--- src/rtl/box_scan_scheduler.sv ---
`default_nettype none
// ============================================================================
// Module : box_scan_scheduler
// Raster-order frame-buffer read sequencer over a latched bounding box, run
// for NUM_PASSES passes. Define BOX_SCAN_SUBSAMPLE_EN for stride-2 scanning.
// Rev    : 1.0 - initial release
// ============================================================================
module box_scan_scheduler #(
  parameter int IMAGE_WIDTH  = 1080,
  parameter int IMAGE_HEIGHT = 1920,
  parameter int ADDR_W       = 21,
  parameter int NUM_PASSES   = 8
) (
  input  logic              clk,
  input  logic              rst,
  input  logic              start,
  input  logic              abort,
  input  logic [11:0]       x1,
  input  logic [11:0]       x2,
  input  logic [11:0]       y1,
  input  logic [11:0]       y2,
  output logic              rd_valid,
  input  logic              rd_ready,
  output logic [ADDR_W-1:0] rd_addr,
  output logic              rd_last,
  output logic [3:0]        pass_idx,
  output logic              pass_done,
  output logic              busy,
  output logic              done,
  output logic              err
);

`ifdef BOX_SCAN_SUBSAMPLE_EN
  localparam int STEP = 2;
`else
  localparam int STEP = 1;
`endif
  localparam logic [12:0]       c_step      = 13'(STEP);
  localparam logic [11:0]       c_step12    = 12'(STEP);
  localparam logic [31:0]       c_width32   = 32'(IMAGE_WIDTH);
  localparam logic [31:0]       c_height32  = 32'(IMAGE_HEIGHT);
  localparam logic [ADDR_W-1:0] c_width     = ADDR_W'(IMAGE_WIDTH);
  localparam logic [ADDR_W-1:0] c_row_step  = ADDR_W'(STEP * IMAGE_WIDTH);
  localparam logic [3:0]        c_last_pass = 4'(NUM_PASSES - 1);

  typedef enum logic [2:0] {
    S_IDLE     = 3'd0,
    S_LATCH    = 3'd1,
    S_SCAN     = 3'd2,
    S_PASS_END = 3'd3,
    S_DONE     = 3'd4
  } state_t;

  state_t            r_state, w_state_n;
  logic [11:0]       r_x1, r_x2, r_y1, r_y2;
  logic [11:0]       r_x, r_y, w_x_n, w_y_n;
  logic [ADDR_W-1:0] r_row_base, w_row_base_n, r_base0, w_base0_n;
  logic              r_box_bad;
  logic              w_load, w_box_ok, w_accept, w_x_wrap;
  logic [11:0]       w_adv_x, w_adv_y;
  logic [ADDR_W-1:0] w_adv_rb, w_base_mul;
  logic              w_first_last;
  logic              w_rd_valid_n, w_rd_last_n, w_pass_done_n, w_done_n, w_err_n;
  logic [ADDR_W-1:0] w_rd_addr_n;
  logic [3:0]        w_pass_n;

  // True when stepping from pos would pass beyond lim, i.e. pos is the last visited coordinate
  function automatic logic f_at_end(input logic [11:0] pos, input logic [11:0] lim);
    return ({1'b0, pos} + c_step) > {1'b0, lim};
  endfunction

  assign w_load   = (r_state == S_IDLE) && start && !abort;
  assign w_box_ok = (x1 <= x2) && (y1 <= y2) &&
                    (32'(x2) < c_width32) && (32'(y2) < c_height32);
  assign w_accept = rd_valid && rd_ready;

  // Next raster position: incremental row stepping, multiplier only used at job setup
  assign w_x_wrap     = f_at_end(r_x, r_x2);
  assign w_adv_x      = w_x_wrap ? r_x1 : r_x + c_step12;
  assign w_adv_y      = w_x_wrap ? r_y + c_step12 : r_y;
  assign w_adv_rb     = w_x_wrap ? r_row_base + c_row_step : r_row_base;
  assign w_base_mul   = ADDR_W'(r_y1) * c_width;
  assign w_first_last = f_at_end(r_x1, r_x2) && f_at_end(r_y1, r_y2);

  always_comb begin
    w_state_n     = r_state;
    w_x_n         = r_x;
    w_y_n         = r_y;
    w_row_base_n  = r_row_base;
    w_base0_n     = r_base0;
    w_pass_n      = pass_idx;
    w_rd_valid_n  = 1'b0;
    w_rd_addr_n   = rd_addr;
    w_rd_last_n   = 1'b0;
    w_pass_done_n = 1'b0;
    w_done_n      = 1'b0;
    w_err_n       = 1'b0;
    case (r_state)
      S_IDLE: begin
        if (w_load) begin
          w_state_n = S_LATCH;
          w_err_n   = !w_box_ok;
        end
      end
      S_LATCH: begin
        if (abort || r_box_bad) begin
          w_state_n = S_IDLE;
        end else begin
          w_state_n    = S_SCAN;
          w_pass_n     = 4'd0;
          w_x_n        = r_x1;
          w_y_n        = r_y1;
          w_row_base_n = w_base_mul;
          w_base0_n    = w_base_mul;
          w_rd_valid_n = 1'b1;
          w_rd_addr_n  = w_base_mul + ADDR_W'(r_x1);
          w_rd_last_n  = w_first_last;
        end
      end
      S_SCAN: begin
        if (abort) begin
          w_state_n = S_IDLE;
        end else if (!w_accept) begin
          w_rd_valid_n = 1'b1;
          w_rd_last_n  = rd_last;
        end else if (rd_last) begin
          w_state_n     = S_PASS_END;
          w_pass_done_n = 1'b1;
        end else begin
          w_x_n        = w_adv_x;
          w_y_n        = w_adv_y;
          w_row_base_n = w_adv_rb;
          w_rd_valid_n = 1'b1;
          w_rd_addr_n  = w_adv_rb + ADDR_W'(w_adv_x);
          w_rd_last_n  = f_at_end(w_adv_x, r_x2) && f_at_end(w_adv_y, r_y2);
        end
      end
      S_PASS_END: begin
        if (abort) begin
          w_state_n = S_IDLE;
        end else if (pass_idx == c_last_pass) begin
          w_state_n = S_DONE;
          w_done_n  = 1'b1;
        end else begin
          w_state_n    = S_SCAN;
          w_pass_n     = pass_idx + 4'd1;
          w_x_n        = r_x1;
          w_y_n        = r_y1;
          w_row_base_n = r_base0;
          w_rd_valid_n = 1'b1;
          w_rd_addr_n  = r_base0 + ADDR_W'(r_x1);
          w_rd_last_n  = w_first_last;
        end
      end
      S_DONE: begin
        w_state_n = S_IDLE;
      end
      default: begin
        w_state_n = S_IDLE;
      end
    endcase
  end

  always_ff @(posedge clk or posedge rst) begin
    if (rst) begin
      r_state    <= S_IDLE;
      r_x1       <= '0;
      r_x2       <= '0;
      r_y1       <= '0;
      r_y2       <= '0;
      r_box_bad  <= 1'b0;
      r_x        <= '0;
      r_y        <= '0;
      r_row_base <= '0;
      r_base0    <= '0;
      rd_valid   <= 1'b0;
      rd_addr    <= '0;
      rd_last    <= 1'b0;
      pass_idx   <= 4'd0;
      pass_done  <= 1'b0;
      busy       <= 1'b0;
      done       <= 1'b0;
      err        <= 1'b0;
    end else begin
      r_state    <= w_state_n;
      r_x        <= w_x_n;
      r_y        <= w_y_n;
      r_row_base <= w_row_base_n;
      r_base0    <= w_base0_n;
      rd_valid   <= w_rd_valid_n;
      rd_addr    <= w_rd_addr_n;
      rd_last    <= w_rd_last_n;
      pass_idx   <= w_pass_n;
      pass_done  <= w_pass_done_n;
      busy       <= (w_state_n != S_IDLE);
      done       <= w_done_n;
      err        <= w_err_n;
      if (w_load) begin
        r_x1      <= x1;
        r_x2      <= x2;
        r_y1      <= y1;
        r_y2      <= y2;
        r_box_bad <= !w_box_ok;
      end
    end
  end

endmodule
`default_nettype wire
--- config.mk ---
export PLATFORM = sky130hd
export DESIGN_NAME = box_scan_scheduler
export DESIGN_NICKNAME = d
export VERILOG_FILES = /design/src/rtl/box_scan_scheduler.sv
export SDC_FILE = /design/constraint.sdc
export NUM_CORES = 1
export LEC_CHECK = 0
export CAP_MARGIN = 40
export CELL_PAD_IN_SITES_DETAIL_PLACEMENT = 1
export CELL_PAD_IN_SITES_GLOBAL_PLACEMENT = 1
export CORE_UTILIZATION = 47
export DETAILED_ROUTE_END_ITERATION = 16
export GPL_TIMING_DRIVEN = 0
export PLACE_DENSITY_LB_ADDON = 0.1
export SKIP_LAST_GASP = 1
export SYNTH_ARGS = -nofsm -noshare
export SYNTH_HDL_FRONTEND = slang
export SYNTH_SLANG_ARGS = --single-unit
--- constraint.sdc ---
create_clock -name clk -period 6.1 [get_ports clk]
set_input_delay 0.915 -clock clk [delete_from_list [all_inputs] [get_ports clk]]
set_output_delay 0.915 -clock clk [all_outputs]
set_load 0.05 [all_outputs]
==> metrics.md <==
| Metric | Value |
|---|---|
| Outcome | `finished, final reports clean` |
| Netlist cell types | `80` |
| Tcrit/Tclk final | `97.4%` |
| Die area | `0.0280 sq mm` |
| Initial DRC Count | `719` |
| Global-route wire length before repair | `roughly 70000 um` |
| DP Area | `0.0142 sq mm` |
| Htree depth | `4` |
| Ant diodes | `0` |
| CP Buf/Inv Count | `3` |
| Final min period | `5.94 ns` |
| Tightest Hold Check Type | `reg2reg` |
| Slew @ Worst Pin | `0.958 ns` |
| Clk_skew | `0.0175 ns` |
| Ys async rst share | `100%` |
| Share of cells above drive strength 1 | `8.95%` |
| CP startpoint kind | `flop` |
| Ports | `84` |
| GRT Total Usage | `32.7%` |
| R2R depth | `27` |
| Synth Instances | `about 1500` |
| Vias | `approximately 12000` |
| Antenna violations before repair | `0` |
| RSZ-0062 raised after global routing | `true` |
| Cts hold-fix bufs | `0` |
| Clock Pin Slew Worst Setup and Hold Paths | `0.07 ns` |
| Top Family by Delay on Critical Path | `compound AO/OA/AOI/OAI gates` |
| Post-Route WL | `around 45000 um` |
| # rows | `60` |
| Max Buffers Root-to-Sink | `2` |
| Clk Latency, worst-skew pair | `about 0.45 ns` |
| Stages on worst setup path | `27` |
| FF-to-FF setup slack | `0.16 ns` |
| CTS tree | `yes` |
| Synthesized cell area | `0.0129 sq mm` |
| CP Capture Type | `flop` |
| Gpl congestion | `0.911` |
| Sequential fraction of the synthesis area | `between 20% and 30%` |
| Core Box Area | `0.0269 sq mm` |
| Rel. slew slack | `36.2%` |
| Syn Nets | `1746` |
| Vert. Die Dim | `167 um` |
| DRC | `0` |
| WL per Instance | `22.5 um` |
| Crit path launch | `rd_addr[0]` |
| Max Fclk | `~0.17 GHz` |
| Largest net degree at the start of global routing | `75` |
| Area grow syn2layout | `16.7%` |
| Post-detail-place hpwl | `35000 um` |
| DRT Pass-1 Iters | `5` |
| Endpoints failing hold | `0` |
| Ys flop type | `dfrtp_1` |
| Crit-path slowest cell | `dfrtp_2` |
| Antenna Violating Nets Remaining | `0` |
| CTS buffer count | `17` |
| Die width | `167 um` |
| Worst setup endpoint | `rd_addr[19]` |
| Vias in the first global route | `12400` |
| Max stage delay on crit path | `0.46 ns` |
| Worst R2R End | `rd_addr[19]` |
| YS warnings | `0` |
| Routed vias/inst | `about 6.0` |
| Mapped Avg Cell Area | `8.45 sq um` |
| Final setup vio count | `0` |
| Max-Cap Viols | `0` |
| EDFF count, synth | `0` |
| Req. time, crit path | `6.40 ns` |
| Crit path max fanout | `10` |
| GRT overflow | `0` |
| Starting density of the core | `approximately 48%` |
| Slew Viols, Final | `0` |
| Clock Sinks | `140` |
| Crit Path Category | `reg2reg` |
| Fin nets | `1864` |
| Reg2reg start | `rd_addr[0]` |
| Data arrival time of the worst path | `6.25 ns` |
| Seq cells post-synth | `140` |
| CTS Root Buffer Type | `clkbuf_16` |
| Buffers on Ports | `83` |
| Finished Cell Area | `0.0150 sq mm` |
-- cell families (layout without fill, tap and decap cells) --
family / Yosys count / count (layout) / synth area share (%)
adders and majority gates: 171 / 171 / 17.7
muxes: 71 / 71 / 5.92
xor gates and xnor gates: 109 / 109 / 7.48
buffers and inverters: 187 / 318 / 5.66
and+or+nand+nor: 476 / 476 / 18.1
DFF: 140 / 140 / 27.2
AOI/OAI and AO/OA: 368 / 368 / 17.9
-- Yosys cell counts, drive strengths merged, types with 31 or more instances --
master / number / area (sq um)
clkbuf: 48 / 180
inv: 123 / 462
dfrtp: 140 / 3500
mux2: 40 / 450
xor2: 40 / 358
nand3: 38 / 190
o21ai: 138 / 694
nor2: 86 / 323
nand4: 31 / 209
ha: 153 / 1910
xnor2: 69 / 604
a21oi: 89 / 453
nand2: 195 / 732
mux2i: 31 / 310
-- through the flow --
step,cells,setup TNS [ns],utilization [%],worst slack [ns],hold slack [ns]
global placement,1946,-119.76,52.5,-1.00,0.462
global route,1994,-0.159,55.8,-0.0902,0.504
floorplan,1522,0,-,0.720,0.446
detailed placement,1951,-10.02,52.8,-1.13,0.468
CTS,1988,0,55.5,0.0137,0.483
finish,1994,0,55.8,0.158,0.476
-- cell usage in the layout (no fill, tap or decap), drive strengths merged, types with 38 or more instances in the layout --
cell type	n
a21oi	89
clkbuf	65
clkdlybuf4s50	83
dfrtp	140
ha	153
inv	133
mux2	40
nand2	195
nand3	38
nor2	86
o21ai	138
xnor2	69
xor2	40
-- layout make-up --
| cell class | count | area (sq um) |
|---|---|---|
| timing repair buffer | 99 | 980 |
| tap | 341 | 427 |
| sequential | 140 | 3500 |
| inverter | 123 | 467 |
| multi-input combinational | 1195 | 8760 |
| buffer | 64 | 278 |
| clock buffer | 17 | 425 |
| clock inverter | 15 | 166 |
| fill | 3247 | 11900 |
-- routing by layer --
metal	vias up	global-route usage, %	share of wire, %
li1	5600	-	-
met1	6030	43.9	46
met2	326	54.0	47
met3	96	4.02	4.1
met4	0	12.2	3.6
met5	-	0	0
-- registers in the layout (all words and copies together) (netlist names) --
signal      cells
rd_valid        1
done            1
rd_last         1
err             1
rd_addr        21
pass_done       1
r_y2           12
r_x2           12
r_state         3
r_base0        18
r_x             9
r_row_base     18
r_box_bad       1
r_y1           12
r_x1           12
pass_idx        4
busy            1
r_y            12
-- timing repair --
action	CTS	global route
pin swaps	2	1
buffers inserted	5	5
endpoints found under the setup margin	16	6
gates resized for setup	25	10
-- how the worst min path moves through the flow --
stage	start	endpoint	slack, ns	cells after the start
after floorplan	r_base0[3]	r_base0[3]	0.45	2
after global placement	r_y2[6]	r_y2[6]	0.46	2
after detailed placement	rd_addr[10]	rd_addr[10]	0.47	1
after CTS	r_base0[3]	r_base0[3]	0.48	2
after global routing	rd_addr[4]	rd_addr[4]	0.50	2
final	rd_addr[10]	rd_addr[10]	0.48	1
Power is left out: the tool's default activity adds up to more than one toggle a clock period on the data nets, which glitch-free logic cannot reach.
==> RTL change 1, RTL diff (config.mk and constraints unchanged) <==
The output `err` loses its register stage (`err` becomes a continuous assignment).
--- a/src/rtl/box_scan_scheduler.sv
+++ b/src/rtl/box_scan_scheduler.sv
@@ -180,7 +180,6 @@
       pass_done  <= 1'b0;
       busy       <= 1'b0;
       done       <= 1'b0;
-      err        <= 1'b0;
     end else begin
       r_state    <= w_state_n;
       r_x        <= w_x_n;
@@ -194,7 +193,6 @@
       pass_done  <= w_pass_done_n;
       busy       <= (w_state_n != S_IDLE);
       done       <= w_done_n;
-      err        <= w_err_n;
       if (w_load) begin
         r_x1      <= x1;
         r_x2      <= x2;
@@ -205,5 +203,7 @@
     end
   end
 
+  assign err = w_err_n;
+
 endmodule
 `default_nettype wire
Function: changed (a bounded check fails within 4 cycles, from zero or initial values and one cycle with rst high).
==> RTL change 1 against the unedited design <==
  * Utilization up 0.21 points
  * Worst setup slack better by 0.088 ns
  * Synthesized area down 0.19%
  * Sequential cell count down 1
  * Wire length up 0.85%
  * Maximum frequency up 1.5%
  * Cell area up 0.38%
  * Clock skew about the same
  * Critical path type unchanged
  * Highest routed layer unchanged
Power is left out: the tool's default activity adds up to more than one toggle a clock period on the data nets, which glitch-free logic cannot reach.
==> RTL change 1: results (changes against the unedited design) <==
Critical path
  – Crit path max-delay cell type: dfrtp_1
  – R2R depth: 25 (-7.4%)
  – FF-to-FF setup slack: 0.25 ns (+0.09 ns)
  – Worst r2r dst: rd_addr[20]$_DFFE_PP0P_
  – Worst path arrival time: 6.17 ns (-0.08 ns)
  – Max stage delay on crit path: 0.41 ns (-0.05 ns)

Drt
  – Top sig layer: met4
  – Final WL: 45.2 mm (+0.85%)
  – Metal-1 WL: 19.9 mm (-2.6%)
  – DR WL met3: 2.55 mm (+38%)
  – First drt pass iteration count: 7 (+2)
  – Drt first-iter violations: 712 (-0.97%)

Logic synthesis
  – Synth area leaders: dfrtp_1, ha_1, nand2_1
  – Fraction of synthesis flops using an asynchronous set or reset pin: 100% (unchanged)
  – Syn nets: 1745 (-0.057%)

Placement
  – Pre-CTS setup slack: -1.11 ns (+0.0262 ns)
  – # port buffers: 83 (unchanged)
  – Dpl hpwl: 34.9 mm (-0.17%)
  – Placed inst area: 14200 sq um (-0.18%)

Min path
  – Worst Hold Class: reg2reg
  – Worst Min Path Start: rd_addr[4]$_DFFE_PP0P_
  – Min-Delay Endpoint: rd_addr[4]$_DFFE_PP0P_
  – Hold Path Depth: 2 (+1)

Layout
  – Final net count: 1863 (-0.054%)
  – Final cell count without fillers: 1993 (-0.050%)
  – Layout cells sized above 1: 9.20% (+0.25 points)

Global route
  – GRT Util Overall: 33.0% (+0.27 points)
  – Vias in the first global route: 12591 (+1.2%)
  – First-pass GRT wire length: 71.0 mm (+0.99%)
  – Largest net degree at the start of global routing: 73 (-2.7%)

Status
  – Status: finished clean

Timing
  – Slew HR: 34.7% (-1.5 points)
  – Min Hold Slack: 0.477 ns (+0.000794 ns)
  – Clock Skew: 0.0173 ns (-0.000250 ns)
==> RTL change 1: layout make-up <==
type                       count  area, sq um
clock buffer                  17          425
clock inverter                15          218
multi-input combinational   1195         8790
buffer                        64          287
sequential                   139         3480
timing repair buffer          99          976
fill                        3205        11800
inverter                     123          467
tap                          341          427
==> RTL change 1: worst max-delay path by stage <==
stage / from / to / slack [ns]
after floorplan: rd_addr[0]$_DFFE_PP0P_ / rd_addr[17]$_DFFE_PP0P_ / 0.72
after detailed placement: rd_addr[0]$_DFFE_PP0P_ / rd_addr[19]$_DFFE_PP0P_ / -1.11
after global routing: rd_addr[1]$_DFFE_PP0P_ / rd_addr[19]$_DFFE_PP0P_ / -0.01
after global placement: rd_addr[0]$_DFFE_PP0P_ / rd_addr[20]$_DFFE_PP0P_ / -1.02
after CTS: rd_addr[1]$_DFFE_PP0P_ / rd_addr[19]$_DFFE_PP0P_ / 0.02
final: rd_addr[1]$_DFFE_PP0P_ / rd_addr[20]$_DFFE_PP0P_ / 0.25
==> RTL change 1: cell families (layout without fill, tap and decap cells) <==
group                    after synthesis  after routing  share of synthesized area, %
flip-flops                           139            139                          27.1
multiplexers                          71             71                          5.93
XOR/XNOR                             109            109                          7.50
buffers and inverters                187            318                          5.67
AND/OR/NAND/NOR                      476            476                          18.1
AO/OA/AOI/OAI                        368            368                          18.0
adder cells (fa/ha/maj)              171            171                          17.7
==> RTL change 1: repair_timing <==
item,CTS,global route
setup endpoints to repair,15,8
pin swaps,3,5
setup buffers,4,7
resized for setup,28,15
==> RTL change 1: per-layer routing <==
layer | global-route usage (%) | up-vias
li1 | - | 5598
met1 | 43.4 | 6062
met2 | 54.9 | 368
met3 | 5.13 | 94
met4 | 11.7 | 0
met5 | 0 | -
==> RTL change 2, RTL diff (config.mk and constraints unchanged) <==
Made on the original files. Build with the macro `BOX_SCAN_SUBSAMPLE_EN` defined.
--- a/src/rtl/box_scan_scheduler.sv
+++ b/src/rtl/box_scan_scheduler.sv
@@ -5,6 +5,8 @@
 // for NUM_PASSES passes. Define BOX_SCAN_SUBSAMPLE_EN for stride-2 scanning.
 // Rev    : 1.0 - initial release
 // ============================================================================
+`define BOX_SCAN_SUBSAMPLE_EN
+
 module box_scan_scheduler #(
   parameter int IMAGE_WIDTH  = 1080,
   parameter int IMAGE_HEIGHT = 1920,
Check against the original RTL: not equivalent (a bounded check fails within 4 cycles, from zero or initial values and one cycle with rst high).
==> RTL change 2 against the unedited design <==
  * The flow now finishes with violations (DRC)
  * Wire length up 0.29%
  * Worst setup slack better by 0.085 ns
  * Cell area down 1.1%
  * Largest cell class unchanged
  * Synthesized area down 2.0%
  * Highest routed layer unchanged
  * Global-route usage up 0.72 points
  * Sequential cell count unchanged
Power is not shown: default switching activity piles up to over one toggle a cycle in this logic, so the estimate is an artifact.
==> RTL change 2: results (changes against the unedited design) <==
Drt
  – Drt first-iter violations: 747 (+3.9%)
  – Routed len/inst: 22.7 um (+1.0%)
  – DRC: 2 (+2)
  – Via count: 11927 (-1.0%)
  – First drt pass iteration count: 11 (+6)

Global route
  – First-pass GRT wire length: 71.3 mm (+1.3%)
  – GRT Util Overall: 33.4% (+0.72 points)
  – Largest net degree at the start of global routing: 80 (+6.7%)

Timing
  – Fmax: 0.171 GHz (+1.4%)
  – Min Hold Slack: 0.485 ns (+0.00833 ns)
  – Clock Skew: 0.0109 ns (-0.00661 ns)
  – Slew @ Worst Pin: 0.913 ns (-0.0446 ns)

Layout
  – Final net count: 1855 (-0.48%)
  – Final cell count without fillers: 1980 (-0.70%)
  – Layout cells sized above 1: 9.48% (+0.53 points)

Logic synthesis
  – Commonest cells post-synth: nand2_1, ha_1, dfrtp_1
  – Synth area leaders: dfrtp_1, ha_1, nand2_1
  – Post-synth cell types: 81 (+1.3%)
  – Avg Cell Area, Syn: 8.37 sq um (-0.92%)
  – Mux contribution to synthesized area: 4.40% (-1.5 points)
  – Compound-Gate Fraction of Synth Area: 18.4% (+0.44 points)
  – Adder-cell share of the synthesized area: 18.0% (+0.33 points)

Critical path
  – FF-to-FF setup slack: 0.24 ns (+0.08 ns)
  – Max stage delay on crit path: 0.54 ns (+0.08 ns)
  – R2R depth: 26 (-3.7%)
  – Worst path arrival time: 6.19 ns (-0.06 ns)
  – Beginning of the critical path: rd_addr[1]$_DFFE_PP0P_

Placement
  – Pre-CTS setup slack: -1.81 ns (-0.681 ns)
  – # port buffers: 82 (-1.2%)
  – Dpl hpwl: 35.0 mm (+0.12%)
  – Placed inst area: 13900 sq um (-2.0%)

Status
  – Failing checks: DRC
  – Status: complete, but fails checks
[RTL change 2: cell types whose count changed after synthesis, moves of 10 or more]
cell	change
mux2i_1	-15
nand2b_1	+11
o21ai_0	-15
nand2_1	-23
inv_1	+12
nand4_1	-10
[RTL change 2: timing repair]
item / CTS / global route
resized for setup: 23 / 36
buffers inserted: 3 / 19
gates cloned: 0 / 0
setup endpoints to repair: 17 / 13
pin swaps: 3 / 15
[RTL change 2: layout make-up]
cell class	count	area [sq um]	share of cell area [%]
timing repair buffer	108	1030	6.96
buffer	65	299	2.01
multi-input combinational	1166	8490	57.2
clock inverter	15	163	1.10
tap	335	419	2.82
inverter	134	508	3.42
sequential	140	3510	23.7
clock buffer	17	425	2.86
[RTL change 2: per-layer routing]
metal	track usage, %	vias to the layer above	share of wire, %
li1	-	5526	-
met1	43.7	5954	44
met2	56.2	347	48
met3	3.62	100	4.7
met4	14.3	0	3.8
met5	0	-	0
